**src/rtl/snn_inference_sequencer.sv**
```systemverilog
// Inference-window sequencer for the 4-4-2 spiking steering network.
// On start it latches the sensors and holds the network in reset, then runs it
// for a fixed window while counting output spikes. It finishes with a
// registered left/right decision followed by a one-cycle done pulse.
//
// state  | meaning
// IDLE   | waiting for start; net_rst pulses here for one cycle after an abort
// CLEAR  | network held in reset for CLR_CYC cycles
// RUN    | network enabled for WINDOW cycles, output spikes counted
// DECIDE | counts and steer already visible on the outputs
// DONE   | done pulse, then back to IDLE
module snn_inference_sequencer #(
  parameter int WINDOW  = 64,
  parameter int CLR_CYC = 2,
  parameter int CW      = 8,
  parameter int SW      = 12
) (
  input  logic          clk,
  input  logic          rst,
  input  logic          start,
  input  logic          abort,
  input  logic [SW-1:0] sensor_fl,
  input  logic [SW-1:0] sensor_ml,
  input  logic [SW-1:0] sensor_mr,
  input  logic [SW-1:0] sensor_fr,
  input  logic [1:0]    out_spike,
  output logic          net_rst,
  output logic          net_en,
  output logic [SW-1:0] sensor_q_fl,
  output logic [SW-1:0] sensor_q_ml,
  output logic [SW-1:0] sensor_q_mr,
  output logic [SW-1:0] sensor_q_fr,
  output logic          busy,
  output logic          done,
  output logic [CW-1:0] cnt_left,
  output logic [CW-1:0] cnt_right,
  output logic [1:0]    steer
);

  localparam int CMAX = (WINDOW > CLR_CYC) ? WINDOW : CLR_CYC;
  localparam int CYW  = (CMAX > 1) ? $clog2(CMAX) : 1;

  typedef enum logic [2:0] {
    S_IDLE,
    S_CLEAR,
    S_RUN,
    S_DECIDE,
    S_DONE
  } state_t;

  state_t         state_q, state_d;
  logic [CYW-1:0] cyc_q, cyc_d;
  logic [CW-1:0]  spk_l_q, spk_l_d, spk_r_q, spk_r_d;
  logic [CW-1:0]  spk_l_nx, spk_r_nx;
  logic [SW-1:0]  sens_fl_q, sens_fl_d, sens_ml_q, sens_ml_d;
  logic [SW-1:0]  sens_mr_q, sens_mr_d, sens_fr_q, sens_fr_d;
  logic [CW-1:0]  cnt_l_q, cnt_l_d, cnt_r_q, cnt_r_d;
  logic [1:0]     steer_q, steer_d;
  logic           net_rst_q, net_rst_d, net_en_q, net_en_d;
  logic           busy_q, busy_d, done_q, done_d;
  logic           abort_rst;

  // Next-state, counter and output computation. Outputs are derived from the
  // next state so they appear in the same cycle the state does; the last RUN
  // cycle's spike is folded into the result copied on entry to DECIDE.
  always_comb begin
    state_d   = state_q;
    cyc_d     = cyc_q;
    spk_l_d   = spk_l_q;
    spk_r_d   = spk_r_q;
    sens_fl_d = sens_fl_q;
    sens_ml_d = sens_ml_q;
    sens_mr_d = sens_mr_q;
    sens_fr_d = sens_fr_q;
    cnt_l_d   = cnt_l_q;
    cnt_r_d   = cnt_r_q;
    steer_d   = steer_q;
    abort_rst = 1'b0;
    spk_l_nx  = (out_spike[0] && (spk_l_q != {CW{1'b1}})) ? spk_l_q + CW'(1) : spk_l_q;
    spk_r_nx  = (out_spike[1] && (spk_r_q != {CW{1'b1}})) ? spk_r_q + CW'(1) : spk_r_q;

    case (state_q)
      S_IDLE: begin
        if (start) begin
          sens_fl_d = sensor_fl;
          sens_ml_d = sensor_ml;
          sens_mr_d = sensor_mr;
          sens_fr_d = sensor_fr;
          spk_l_d   = '0;
          spk_r_d   = '0;
          cyc_d     = CYW'(CLR_CYC - 1);
          state_d   = S_CLEAR;
        end
      end
      S_CLEAR: begin
        if (abort) begin
          state_d   = S_IDLE;
          abort_rst = 1'b1;
        end else if (cyc_q == '0) begin
          cyc_d   = CYW'(WINDOW - 1);
          state_d = S_RUN;
        end else begin
          cyc_d = cyc_q - CYW'(1);
        end
      end
      S_RUN: begin
        spk_l_d = spk_l_nx;
        spk_r_d = spk_r_nx;
        if (abort) begin
          state_d   = S_IDLE;
          abort_rst = 1'b1;
        end else if (cyc_q == '0) begin
          state_d = S_DECIDE;
          cnt_l_d = spk_l_nx;
          cnt_r_d = spk_r_nx;
          if (spk_l_nx > spk_r_nx)      steer_d = 2'b01;
          else if (spk_r_nx > spk_l_nx) steer_d = 2'b10;
          else                          steer_d = 2'b00;
        end else begin
          cyc_d = cyc_q - CYW'(1);
        end
      end
      S_DECIDE: begin
        if (abort) begin
          state_d   = S_IDLE;
          abort_rst = 1'b1;
        end else begin
          state_d = S_DONE;
        end
      end
      S_DONE: begin
        state_d = S_IDLE;
      end
      default: begin
        state_d = S_IDLE;
      end
    endcase

    net_rst_d = abort_rst || (state_d == S_CLEAR);
    net_en_d  = (state_d == S_RUN);
    busy_d    = (state_d != S_IDLE);
    done_d    = (state_d == S_DONE);
  end

  // State and output registers with synchronous reset.
  always_ff @(posedge clk) begin
    if (rst) begin
      state_q   <= S_IDLE;
      cyc_q     <= '0;
      spk_l_q   <= '0;
      spk_r_q   <= '0;
      sens_fl_q <= '0;
      sens_ml_q <= '0;
      sens_mr_q <= '0;
      sens_fr_q <= '0;
      cnt_l_q   <= '0;
      cnt_r_q   <= '0;
      steer_q   <= '0;
      net_rst_q <= 1'b0;
      net_en_q  <= 1'b0;
      busy_q    <= 1'b0;
      done_q    <= 1'b0;
    end else begin
      state_q   <= state_d;
      cyc_q     <= cyc_d;
      spk_l_q   <= spk_l_d;
      spk_r_q   <= spk_r_d;
      sens_fl_q <= sens_fl_d;
      sens_ml_q <= sens_ml_d;
      sens_mr_q <= sens_mr_d;
      sens_fr_q <= sens_fr_d;
      cnt_l_q   <= cnt_l_d;
      cnt_r_q   <= cnt_r_d;
      steer_q   <= steer_d;
      net_rst_q <= net_rst_d;
      net_en_q  <= net_en_d;
      busy_q    <= busy_d;
      done_q    <= done_d;
    end
  end

  assign net_rst     = net_rst_q;
  assign net_en      = net_en_q;
  assign busy        = busy_q;
  assign done        = done_q;
  assign cnt_left    = cnt_l_q;
  assign cnt_right   = cnt_r_q;
  assign steer       = steer_q;
  assign sensor_q_fl = sens_fl_q;
  assign sensor_q_ml = sens_ml_q;
  assign sensor_q_mr = sens_mr_q;
  assign sensor_q_fr = sens_fr_q;

endmodule

```
**config.mk**
```make
export PLATFORM = sky130hd
export DESIGN_NAME = snn_inference_sequencer
export DESIGN_NICKNAME = d
export VERILOG_FILES = /design/src/rtl/snn_inference_sequencer.sv
export SDC_FILE = /design/constraint.sdc
export NUM_CORES = 1
export LEC_CHECK = 0
export ABC_AREA = 1
export BUFFER_PORTS_ARGS = -buffer_cell sky130_fd_sc_hd__buf_2
export CAP_MARGIN = 10
export CORE_MARGIN = 5
export CORE_UTILIZATION = 51
export DETAILED_ROUTE_END_ITERATION = 10
export GPL_ROUTABILITY_DRIVEN = 0
export PLACE_DENSITY = 0.8
export SYNTH_ARGS = -nofsm -noshare
export SYNTH_HDL_FRONTEND = slang
export SYNTH_SLANG_ARGS = --single-unit
```
**constraint.sdc**
```tcl
create_clock -name clk -period 3.2 [get_ports clk]
set_input_delay 0.32 -clock clk [delete_from_list [all_inputs] [get_ports clk]]
set_output_delay 0.32 -clock clk [all_outputs]
set_load 0.01 [all_outputs]
```
==> results of run 1 <==
## metrics by stage
stage               instances  power, mW  area, um^2  hold WS [ps]  worst slack, ps
CTS                       751       3.55        4840           180              464
detailed placement        735       2.77        4640           454              485
global route              751       3.78        4840           186              188
global placement          735       2.73        4640           449              611
floorplan                 532       2.44        4000           445              735
finish                    751       3.51        4840           195              443
## report_power, final
group | switching (mW) | internal (mW) | total [mW]
sequential | 0.107 | 1.40 | 1.51
combinational | 0.810 | 0.417 | 1.23
clock | 0.414 | 0.365 | 0.780
## worst register-to-register path, delay by kind of cell, from the launching register on
kind,cells,cell delay [ps]
simple gates,11,1260
flops,1,350
fa+ha+maj,2,530
xor+xnor,1,190
buf+inv,2,170
compound gates,2,140
## kinds of logic (layout without fill, tap and decap cells)
kind of cell,Yosys count,after routing,synth area share
flip-flops,95,95,0.475
XOR/XNOR,14,14,0.0307
adder cells (fa/ha/maj),9,9,0.0282
AO/OA/AOI/OAI,114,114,0.149
buffers and inverters,61,178,0.0676
AND/OR/NAND/NOR,239,239,0.249
## synthesized netlist by cell type (2+ instances only)
library cell  instances  share of area
o21ai_0              22          0.028
inv_4                 2         0.0031
clkbuf_1             16          0.015
a21oi_1              84           0.11
dfxtp_1              95           0.48
nor2_4                2         0.0056
buf_6                 3         0.0084
nand2_2               4         0.0063
xnor2_1               5          0.011
buf_4                 2         0.0038
a31oi_1               4         0.0063
ha_1                  9          0.028
nand3_1              15          0.019
nand2_1             170           0.16
nor3_1                6         0.0075
nor2_1               31          0.029
or2_2                 2         0.0031
nor2_2                2         0.0031
xor2_1                9          0.020
buf_2                 4         0.0050
inv_1                31          0.029
## registers in the layout, summed over array words and instances, names as in the netlist
register and flops:
done 1, steer 2, cnt_left 8, spk_r_q 8, net_en 1, cnt_right 8, sensor_q_fl 12, busy 1
sensor_q_mr 12, cyc_q 6, net_rst 1, state_q 3, sensor_q_ml 12, spk_l_q 8, sensor_q_fr 12
## per-layer routing
metal  routed length, um  vias up  part of all wire  GRT usage
met5                   0        -                 0          0
met4                 170        0             0.018     0.0788
met3                 583       14             0.061     0.0446
met2                4730      100              0.49      0.354
met1                4130     1734              0.43      0.228
li1                    -     1931                 -          -
## layout make-up
class                           instances  area [um^2]
Inverter                               36          141
Clock buffer                           10          128
Fill cell                             714         2850
Sequential cell                        95         1900
Clock inverter                          6         71.3
Tap cell                              102          128
Timing Repair Buffer                  126          638
Multi-Input combinational cell        376         1830
## how the worst min path moves through the flow
stage | endpoint | slack (ps) | cells after the start
2_1_floorplan | cyc_q[1] | 450 | 2
3_3_place_gp | sensor_q_fr[4] | 450 | 2
3_5_place_dp | sensor_q_ml[1] | 450 | 2
4_1_cts | sensor_q_fr[10] | 180 | 3
5_1_grt | sensor_q_fr[10] | 190 | 3
6_report | sensor_q_fr[10] | 200 | 3
==> results.py, run 1 <==
metrics = {
    "global_routing": {
        "grt_pass1_wl_um": 16200,
        "grt_pass1_vias": 3643,
        "track_usage": 0.198,
        "grt_max_degree": 51,
        "grt_antenna_before_repair": 0,
        "overflow": 0,
    },
    "critical_path": {
        "cp.arrival_ps": 2990,
        "slowest_delay_ps": 350,
        "crit_family": "simple AND/OR/NAND/NOR gates",
        "cp_slowest_cell": "dfxtp_1",
        "cp.depth": 18,
        "required_ps": 3430,
        "crit_top_cell": "nand2_1",
        "r2r_end": "steer[1]",
        "rr_worst_depth": 18,
        "cp_num_buf_inv": 2,
        "crit_type": "flop to flop",
        "critPathLaunch": "spk_r_q[0]",
        "startpoint_type": "flop",
        "crit_chain": "ha_1 > inv_1 > nor2_1 > nand2_1 > nand2_2 > or2_2 > nor2_2 > nand3_1 > xor2_1 > inv_1 > ha_1 > nand2_1 > nor2_1 > nand2_1 > nor2_1 > a31oi_1 > nand2_1 > a21oi_1",
        "endpoint_kind": "flop",
        "critPathMaxFanout": 5,
        "crit_path_end": "steer[1]",
        "r2r_setup_slack_ps": 440,
        "r2r-start": "spk_r_q[0]",
    },
    "cells_and_area": {
        "layout_commonest_cell": "nand2_1",
        "nets": 707,
        "drive_gt1_frac": 0.245,
        "area_growth_pct": 20.9,
        "diodes": 0,
        "layout_common_cells": "170 x nand2_1, 123 x buf_2, 95 x dfxtp_1, 84 x a21oi_1",
        "utilization": 0.629,
    },
    "logic_synthesis": {
        "netlist_instances": 532,
        "synth_area_per_cell_um2": 7.52,
        "ys_ff_latch": 95,
        "ys_seq_area_frac": 0.475,
        "yosys_warnings": 0,
        "synth_fp_nets": 595,
        "synth_area_mm2": 0.00400,
        "synthArstFlopShare": 0,
        "synth-edff-count": 0,
        "ys.flop_type": "dfxtp_1",
        "synth_cell_types": 35,
    },
    "route": {
        "antenna_left": 0,
        "drc": 0,
        "initialDrtViolationCount": 181,
        "via_per_inst": 5.03,
        "via_count": 3779,
        "drt_first_pass_iters": 4,
        "wirelength_um": 9610,
        "detail_route.wl_per_cell_um": 12.8,
    },
    "cts": {
        "hold_buffers": 0,
        "clk_path_buf_depth": 2,
        "cts_resized": 0,
        "clk_pin_slew_worst_paths_ps": 90,
        "cts.sinks": 95,
        "tritoncts": "done",
        "cts-buffers-inserted": 9,
        "cts-root-buf": "clkbuf_8",
        "post_cts_buffers": 0,
        "clkLatencyLatePin_ps": 360,
        "htreeDepth": 3,
    },
    "die": {
        "num_rows": 32,
        "pin_count": 124,
        "die_area_mm2": 0.00971,
        "die_y_um": 98.6,
        "fp.dieW_um": 98.6,
        "core_area_mm2": 0.00769,
        "start_util": 0.520,
    },
    "min_path": {
        "min-delay-start": "sensor_fr[10]",
        "worst_hold_path_type": "input pin to flop",
    },
    "timing": {
        "worstMarginPinSlew_ps": 743,
        "fmax_ghz": 0.363,
        "setup_violations": 0,
        "clock-skew-final_ps": 12.2,
        "fin_crit_ps": 2760,
        "slew_violations": 0,
        "final.setup.tns_ps": 0,
        "maxSlewHeadroom": 0.505,
        "fin_crit_sh": 0.862,
        "rsz0062_at_grt": "no",
        "final_hold_viol_count": 0,
    },
    "place": {
        "port_buffers": 123,
        "post-dp-hpwl_um": 6870,
    },
    "job": {
        "drv_cap": 0,
    },
    "power": {
        "vdd_drop_max_mv": 0.465,
        "p_leak_nw": 2.23,
        "p_per_area_mw_per_mm2": 727,
    },
    "outcome": {
        "outcome": "complete, no violations",
    },
}
Note: power is estimated with default switching activity, not from simulation.
==> run 2: changes to the inputs <==
- CAP_MARGIN: 10 -> 20
- CORE_UTILIZATION: 51 -> 45
- CTS_CLUSTER_SIZE: unset -> 16
- PLACE_DENSITY: 0.8 -> 0.72
==> results.py, run 2 (same netlist as run 1, synthesis figures left out) <==
metrics = {
    "outcome": {
        "outcome": "complete, no violations",
    },
    "timing": {
        "rsz0062_at_grt": "no",
        "final.setup.tns_ps": 0,
        "fmax_ghz": 0.359,
        "maxSlewHeadroom": 0.638,
        "final_hold_viol_count": 0,
        "holdWs_ps": 194,
        "fin_crit_sh": 0.870,
        "clock-skew-final_ps": 13.2,
        "slew_violations": 0,
        "worstMarginPinSlew_ps": 543,
        "fin_crit_ps": 2780,
        "setup_violations": 0,
    },
    "power": {
        "clkPwrFrac": 0.204,
        "switching_share": 0.389,
        "p_int_mw": 2.10,
        "p_leak_nw": 2.21,
        "vdd_drop_max_mv": 0.649,
        "power.switching_mw": 1.34,
        "p_comb_frac": 0.356,
        "seqPwrFrac": 0.440,
        "p_per_area_mw_per_mm2": 714,
    },
    "die": {
        "pin_count": 124,
        "die_area_mm2": 0.0109,
        "fp.dieW_um": 104,
        "num_rows": 34,
        "core_area_mm2": 0.00868,
        "start_util": 0.461,
        "die_y_um": 104,
    },
    "cts": {
        "cts-root-buf": "clkbuf_8",
        "htreeDepth": 3,
        "tritoncts": "done",
        "clk_pin_slew_worst_paths_ps": 100,
        "cts_resized": 0,
        "cts.sinks": 95,
        "clk_path_buf_depth": 2,
        "cts-buffers-inserted": 9,
        "hold_buffers": 0,
        "post_cts_buffers": 0,
        "clkLatencyLatePin_ps": 360,
    },
    "cells_and_area": {
        "layout_common_cells": "170 x nand2_1, 123 x buf_2, 95 x dfxtp_1, 84 x a21oi_1",
        "nets": 707,
        "diodes": 0,
        "layout_commonest_cell": "nand2_1",
        "utilization": 0.555,
        "area_growth_pct": 20.5,
        "drive_gt1_frac": 0.245,
    },
    "global_routing": {
        "grt_max_degree": 50,
        "grt_pass1_wl_um": 16500,
        "grt_pass1_vias": 3571,
        "overflow": 0,
        "grt_antenna_before_repair": 0,
        "track_usage": 0.180,
    },
    "route": {
        "detail_route.wl_per_cell_um": 12.9,
        "wirelength_um": 9790,
        "initialDrtViolationCount": 149,
        "via_count": 3730,
        "drt_first_pass_iters": 5,
        "antenna_left": 0,
        "drc": 0,
        "via_per_inst": 4.93,
    },
    "place": {
        "post-dp-hpwl_um": 7160,
        "port_buffers": 123,
    },
    "critical_path": {
        "cp.arrival_ps": 3010,
        "endpoint_kind": "flop",
        "required_ps": 3430,
        "startpoint_type": "flop",
        "critPathMaxFanout": 5,
        "crit_type": "flop to flop",
    },
    "job": {
        "drv_cap": 0,
    },
    "min_path": {
        "worst_hold_path_type": "input pin to flop",
    },
}
[run 2: final cells by class]
type	count	area [um^2]
multi-input cells	376	1830
clock buffers	10	128
inverters	36	141
flip-flops and latches	95	1900
well taps	108	135
repair buffers	126	638
fillers	847	3860
clock inverters	6	46.3
[run 2: metrics by stage]
stage,instances,setup WS [ps],cell area (um^2),power (mW)
5_1_grt,757,191,4820,3.70
4_1_cts,757,430,4820,3.49
3_5_place_dp,741,461,4640,2.78
2_1_floorplan,532,735,4000,2.44
3_3_place_gp,741,595,4640,2.73
6_report,757,416,4820,3.44
[run 2: final timing paths]
check	cells past startpoint	end	slack (ps)	from
max	18	steer[1]	420	spk_r_q[0]
min reg2reg	2	sensor_q_fl[5]	460	sensor_q_fl[5]
min	3	sensor_q_fr[7]	190	sensor_fr[7]
max reg2reg	18	steer[1]	420	spk_r_q[0]
[run 2: per-layer routing]
layer / global-route usage / vias to the layer above / wire [um]
li1: - / 1942 / -
met1: 0.219 / 1703 / 4250
met2: 0.309 / 76 / 4890
met3: 0.0348 / 9 / 505
met4: 0.0731 / 0 / 142
met5: 0 / - / 0
[run 2: worst max-delay path: stages, from the launching register on]
cell     delay (ps)
dfxtp_1         350
ha_1            240
inv_1            80
nor2_1           50
nand2_1         100
nand2_2         100
or2_2           310
nor2_2          120
nand3_1          90
xor2_1          190
inv_1            90
ha_1            300
nand2_1          70
nor2_1          150
nand2_1          80
nor2_1          110
a31oi_1          90
nand2_1          70
a21oi_1          50
[run 2: power by group through the flow]
stage,Sequential [mW],Combinational (mW),Clock [mW]
6_report,1.51,1.22,0.703
3_3_place_gp,1.53,1.20,0
4_1_cts,1.51,1.24,0.733
3_5_place_dp,1.54,1.24,0
5_1_grt,1.54,1.37,0.781
2_1_floorplan,1.62,0.819,0
